File: src/rtl/data_sync_edge_filter.sv
// Multi-channel async-input synchroniser with per-channel glitch filter and rise/fall pulses.
// Define SYNC_EDGE_STICKY_EN to add the event_sticky output and sticky_clr input.
module data_sync_edge_filter #(
    parameter int                 WIDTH         = 8,
    parameter int                 SYNC_STAGE    = 3,
    parameter int                 FILTER_CYCLES = 4,
    parameter logic [WIDTH-1:0]   RESET_VAL     = '0
) (
    input  logic             clk,
    input  logic             async_resetn,
    input  logic [WIDTH-1:0] din,
    output logic [WIDTH-1:0] dout,
    output logic [WIDTH-1:0] rise,
`ifdef SYNC_EDGE_STICKY_EN
    output logic [WIDTH-1:0] fall,
    output logic [WIDTH-1:0] event_sticky,
    input  logic [WIDTH-1:0] sticky_clr
`else
    output logic [WIDTH-1:0] fall
`endif
);

    localparam int CNT_W = $clog2(FILTER_CYCLES + 1);
    localparam logic [CNT_W-1:0] CNT_LAST = CNT_W'(FILTER_CYCLES - 1);

    logic [WIDTH-1:0] sync_out;

    for (genvar i = 0; i < WIDTH; i++) begin : g_ch
        (* ASYNC_REG = "TRUE" *) logic [SYNC_STAGE-1:0] sync_q;
        logic [CNT_W-1:0] cnt_q;
        logic             dout_q;
        logic             rise_q;
        logic             fall_q;

        // NOTE: the chain keeps its async reset so tools cannot map it into a reset-free shift register.
        always_ff @(posedge clk or negedge async_resetn) begin
            if (!async_resetn) begin
                sync_q <= {SYNC_STAGE{RESET_VAL[i]}};
            end else begin
                sync_q <= {sync_q[SYNC_STAGE-2:0], din[i]};
            end
        end

        assign sync_out[i] = sync_q[SYNC_STAGE-1];

        // The counter tracks consecutive mismatches; any match restarts it, rejecting the glitch.
        always_ff @(posedge clk or negedge async_resetn) begin
            if (!async_resetn) begin
                cnt_q  <= '0;
                dout_q <= RESET_VAL[i];
                rise_q <= 1'b0;
                fall_q <= 1'b0;
            end else begin
                rise_q <= 1'b0;
                fall_q <= 1'b0;
                if (sync_out[i] == dout_q) begin
                    cnt_q <= '0;
                end else if (cnt_q == CNT_LAST) begin
                    cnt_q  <= '0;
                    dout_q <= sync_out[i];
                    rise_q <= sync_out[i];
                    fall_q <= ~sync_out[i];
                end else begin
                    cnt_q <= cnt_q + CNT_W'(1);
                end
            end
        end

        assign dout[i] = dout_q;
        assign rise[i] = rise_q;
        assign fall[i] = fall_q;

`ifdef SYNC_EDGE_STICKY_EN
        logic sticky_q;

        // A pulse in the same cycle as a clear keeps the flag set.
        always_ff @(posedge clk or negedge async_resetn) begin
            if (!async_resetn) begin
                sticky_q <= 1'b0;
            end else begin
                sticky_q <= (sticky_q & ~sticky_clr[i]) | rise_q | fall_q;
            end
        end

        assign event_sticky[i] = sticky_q;
`endif
    end

endmodule

File: config.mk
export PLATFORM = sky130hd
export DESIGN_NAME = data_sync_edge_filter
export DESIGN_NICKNAME = d
export VERILOG_FILES = /design/src/rtl/data_sync_edge_filter.sv
export SDC_FILE = /design/constraint.sdc
export NUM_CORES = 1
export LEC_CHECK = 0
export BUFFER_PORTS_ARGS = -buffer_cell sky130_fd_sc_hd__buf_2
export CAP_MARGIN = 20
export CORE_ASPECT_RATIO = 0.6
export CORE_UTILIZATION = 32
export DETAILED_ROUTE_END_ITERATION = 10
export GPL_ROUTABILITY_DRIVEN = 0
export GPL_TIMING_DRIVEN = 1
export PLACE_DENSITY_LB_ADDON = 0.3
export SLEW_MARGIN = 20
export SYNTH_ARGS = -nofsm -noshare
export SYNTH_HDL_FRONTEND = slang
export SYNTH_SLANG_ARGS = --single-unit
File: constraint.sdc
create_clock -name clk -period 1.35 [get_ports clk]
set_input_delay 0.3375 -clock clk [delete_from_list [all_inputs] [get_ports clk]]
set_output_delay 0.3375 -clock clk [all_outputs]
set_load 0.03 [all_outputs]
Yosys cells after proc, flatten, opt, wreduce, memory -nomap -nowiden
Cells that the tools add are included.
- bitwise operators: 16
- equal/unequal tests: 16
- reductions and logical operators: 8
- add/subtract/negate cells: 8
- muxes and demuxes: 48
- operators by type and width (cell ; number):
    $mux 3 ; 16
    $mux 1 ; 32
    $add 3x1->3 const B ; 8
    $eq 3x2->1 const B ; 8
    $not 1->1 ; 16
    $reduce_and 2->1 ; 8
    $eq 1x1->1 ; 8
- flip-flop bits (word level): 72
- input port bits: 10
- output and inout port bits: 24
- word-level logic and storage cells: 136

Longest topological paths before layout
- depth after elaboration: 3
- depth in mapped cells: 3
- depth with buffers taken out: 3

Least setup slack after synthesis
No wires, ideal clock.
- path kind: register -> register
- from: register g_ch[1].cnt_q[0]
- to: register g_ch[1].dout_q
- stages on the path, launching flop included: 4
- buffers on the path: 0
- required time: 1.225 ns
- arrival: 0.991 ns
- setup time: 0.125 ns
- setup slack: 0.234 ns
- clock period less this slack: 1.116 ns
- path through: dfrtp_1 > ha_1 > nand2b_4 > mux2_2
- word-level cells in the longest chain between the ends: 2
- RTL lines (element ; line ; text):
    from (decl) ; 30 ; logic [CNT_W-1:0] cnt_q;
    from (signal assigned) ; 64 ; cnt_q <= cnt_q + CNT_W'(1);
    $eq 3x2->1 ; 58 ; end else if (cnt_q == CNT_LAST) begin
    $reduce_and 2->1 (no source line) ; -- ;
    to (signal assigned) ; 50 ; dout_q <= RESET_VAL[i];
    to (signal assigned) ; 60 ; dout_q <= sync_out[i];
    to (decl) ; 31 ; logic dout_q;
Every way passes these cells.
A chain may end at the register's enable or synchronous reset.

Worst setup path after layout
- from: register g_ch[2].dout_q
- to: output dout[2]
- RTL lines (element ; line ; text):
    from (decl) ; 31 ;
    from (signal assigned) ; 50 ;
    from (signal assigned) ; 60 ;
    to (decl) ; 12 ; output logic [WIDTH-1:0] dout,
No word-level cell between the ends.

==> flow_metrics.env <==
export IMPL_finalSetupTns_ns=0
export IMPL_htreeDepth=3
export IMPL_grt_max_degree=73
export IMPL_arrival_ns=0.96
export IMPL_cts_tree="built"
export IMPL_core_sq_um=7950
export IMPL_synth_warnings=0
export IMPL_synth_distinct_cells=11
export IMPL_post_place_ws_ns=0.176
export IMPL_cp_top_family="flip-flops"
export IMPL_fmax_ghz=0.771
export IMPL_clkTransAtPathRegs_ns=0.06
export IMPL_p_comb_frac=0.202
export IMPL_power_density_nw_per_um2=2170
export IMPL_tightestPinTransition_ns=0.378
export IMPL_io_pins=34
export IMPL_numCtsBuffers=9
export IMPL_synth_area_sq_um=2660
export IMPL_start_kind="register"
export IMPL_drt_wl_total_mm=3.40
export IMPL_fp_row_count=25
export IMPL_fin_nets=208
export IMPL_drv_cap=0
export IMPL_syn_nets=186
export IMPL_hold_path_class="primary input to async pin"
export IMPL_antenna_found_initial=0
export IMPL_cp_data_required_time_ns=1.01
export IMPL_pwr_share_seq=0.409
export IMPL_clock_power_share=0.389
export IMPL_fill_cells=759
export IMPL_die_x_um=120
export IMPL_status="finished clean"
export IMPL_skew_ns=0.00511
export IMPL_seq_area_frac_synth=0.679
export IMPL_utilization=0.398
export IMPL_rsz0062_at_grt="no"
export IMPL_setup_viol=0
export IMPL_synth_cells=168
export IMPL_max_stage_delay_ns=0.41
export IMPL_first_pass_iters=4
export IMPL_grt_use_total=0.0984
export IMPL_hold_violations=0
export IMPL_clock_sinks=72
export IMPL_power_mw=6.87
export IMPL_clock_root_buffer="clkbuf_16"
export IMPL_grt_pass1_vias=1220
export IMPL_drive_above_1_share=0.344
export IMPL_fin_ws_ns=0.0535
export IMPL_postSynthAreaPerCell_sq_um=15.8
export IMPL_die_area_sq_um=8680
export IMPL_drcViolationCount=0
export IMPL_vias=1213
export IMPL_max_slew_margin=0.748
export IMPL_path_cells="buf_2"
export IMPL_overflow=0
export IMPL_finalCriticalPeriod_ns=1.30
export IMPL_n_antenna_cell=0
export IMPL_syn_to_final_growth_pct=19.0
export IMPL_die_height_um=72.6
export IMPL_cts_buffer_depth=2
export IMPL_io_buffers=33
export IMPL_crit_slowest_cell="dfrtp_1"
export IMPL_vias_per_cell=4.00
export IMPL_worstPathMaxFanout=5
export IMPL_crit_buf_inv=1
export IMPL_internal_power_mw=4.99
export IMPL_drt_first_iter_violations=81
export IMPL_clk_latency_ns=0.33
export IMPL_wl_per_cell_um=11.2
export IMPL_cp_end_kind="output pin"
export IMPL_netSwitchingFraction=0.274
export IMPL_switching_power_mw=1.88
export IMPL_fin_crit_sh=0.960
export IMPL_ctsHoldBuffers=0
export IMPL_crit_type="register to output pin"
export IMPL_hpwl_mm=2.19
export IMPL_ys_ff_latch=72
export IMPL_p_leak_nw=1.52
export IMPL_ir_drop_mv=0.946
export IMPL_grt_pass1_wl_mm=6.14
export IMPL_start_util=0.334
export IMPL_ant_nets=0
export IMPL_drv_slew=0
-- area by class of cell --
class	instances	area [sq um]	share of cell area
Clock buffer	9	225	0.0713
Clock inverter	7	120	0.0380
Multi-Input combinational cell	72	673	0.213
Sequential cell	72	1800	0.570
Tap cell	108	135	0.0428
Timing Repair Buffer	35	205	0.0649
-- worst paths after layout --
path | cells after the start | from | slack, ns | endpoint
min in group clk | 1 | din[2] | 0.11 | g_ch[2].sync_q[0]$_DFF_PN0_
max in group asynchronous | 2 | async_resetn | 1.03 | g_ch[7].cnt_q[2]$_DFF_PN0_
setup / recovery | 1 | g_ch[2].dout_q$_DFFE_PN0P_ | 0.05 | dout[2]
setup reg to reg | 3 | g_ch[4].cnt_q[0]$_DFF_PN0_ | 0.17 | g_ch[4].dout_q$_DFFE_PN0P_
hold reg to reg | 0 | g_ch[5].sync_q[0]$_DFF_PN0_ | 0.35 | g_ch[5].sync_q[1]$_DFF_PN0_
hold / removal | 2 | async_resetn | 0.007 | g_ch[3].sync_q[0]$_DFF_PN0_
-- per-layer routing --
layer  vias up  part of all wire  GRT usage
met5         -                 0          0
met4         0             0.022     0.0583
met3        10             0.080     0.0550
met2        30              0.41      0.125
met1       583              0.48      0.129
li1        590                 -          -
-- synth_stat cells --
cell,number,area (sq um)
nor2b_1,3,18.8
buf_4,24,180
nor3b_1,23,173
mux2_2,8,90.1
xnor2_1,8,70.1
nand2b_4,5,68.8
ha_1,8,100
nor3_1,3,15.0
dfrtp_1,72,1800
nor2b_4,3,41.3
and3b_1,11,96.3
-- power by group through the flow --
stage,registers [mW],clock network (mW),logic (mW)
3_5_place_dp,2.85,0,1.36
3_3_place_gp,2.83,0,1.33
2_1_floorplan,2.78,0,1.24
4_1_cts,2.82,2.77,1.36
6_report,2.81,2.68,1.39
5_1_grt,2.87,2.87,1.55
-- cells in the final DEF (no fill, tap or decap), types with 5 or more instances in the layout --
cell	n
ha_1	8
nor3b_1	23
and3b_1	11
buf_2	28
clkbuf_16	9
nand2b_4	5
dfrtp_1	72
mux2_2	8
xnor2_1	8
buf_4	5
-- state kept, by name, indices dropped and copies added (netlist names) --
register,cells
g_ch.cnt_q,24
g_ch.sync_q,24
g_ch.dout_q,8
g_ch.fall_q,8
g_ch.rise_q,8
-- kinds of logic after synthesis --
logic type	after synthesis	synth area share
adder cells (fa/ha/maj)	8	0.0377
XOR/XNOR	8	0.0264
AND/OR/NAND/NOR	48	0.156
flip-flops	72	0.679
multiplexers	8	0.0339
buffers and inverters	24	0.0679
-- metrics by stage --
stage | hold slack, ns | instances | area, sq um
after floorplan | 0.0419 | 168 | 2660
final | 0.00697 | 303 | 3160
after global routing | 0.0252 | 303 | 3160
after global placement | 0.331 | 286 | 2800
after CTS | 0.0221 | 302 | 3140
after detailed placement | 0.335 | 286 | 2800
-- what timing repair did --
action,in CTS,in global routing
resized for setup,0,7
endpoints found under the setup margin,0,4
buffers inserted,0,1
Power figures use the tool's default switching activity.
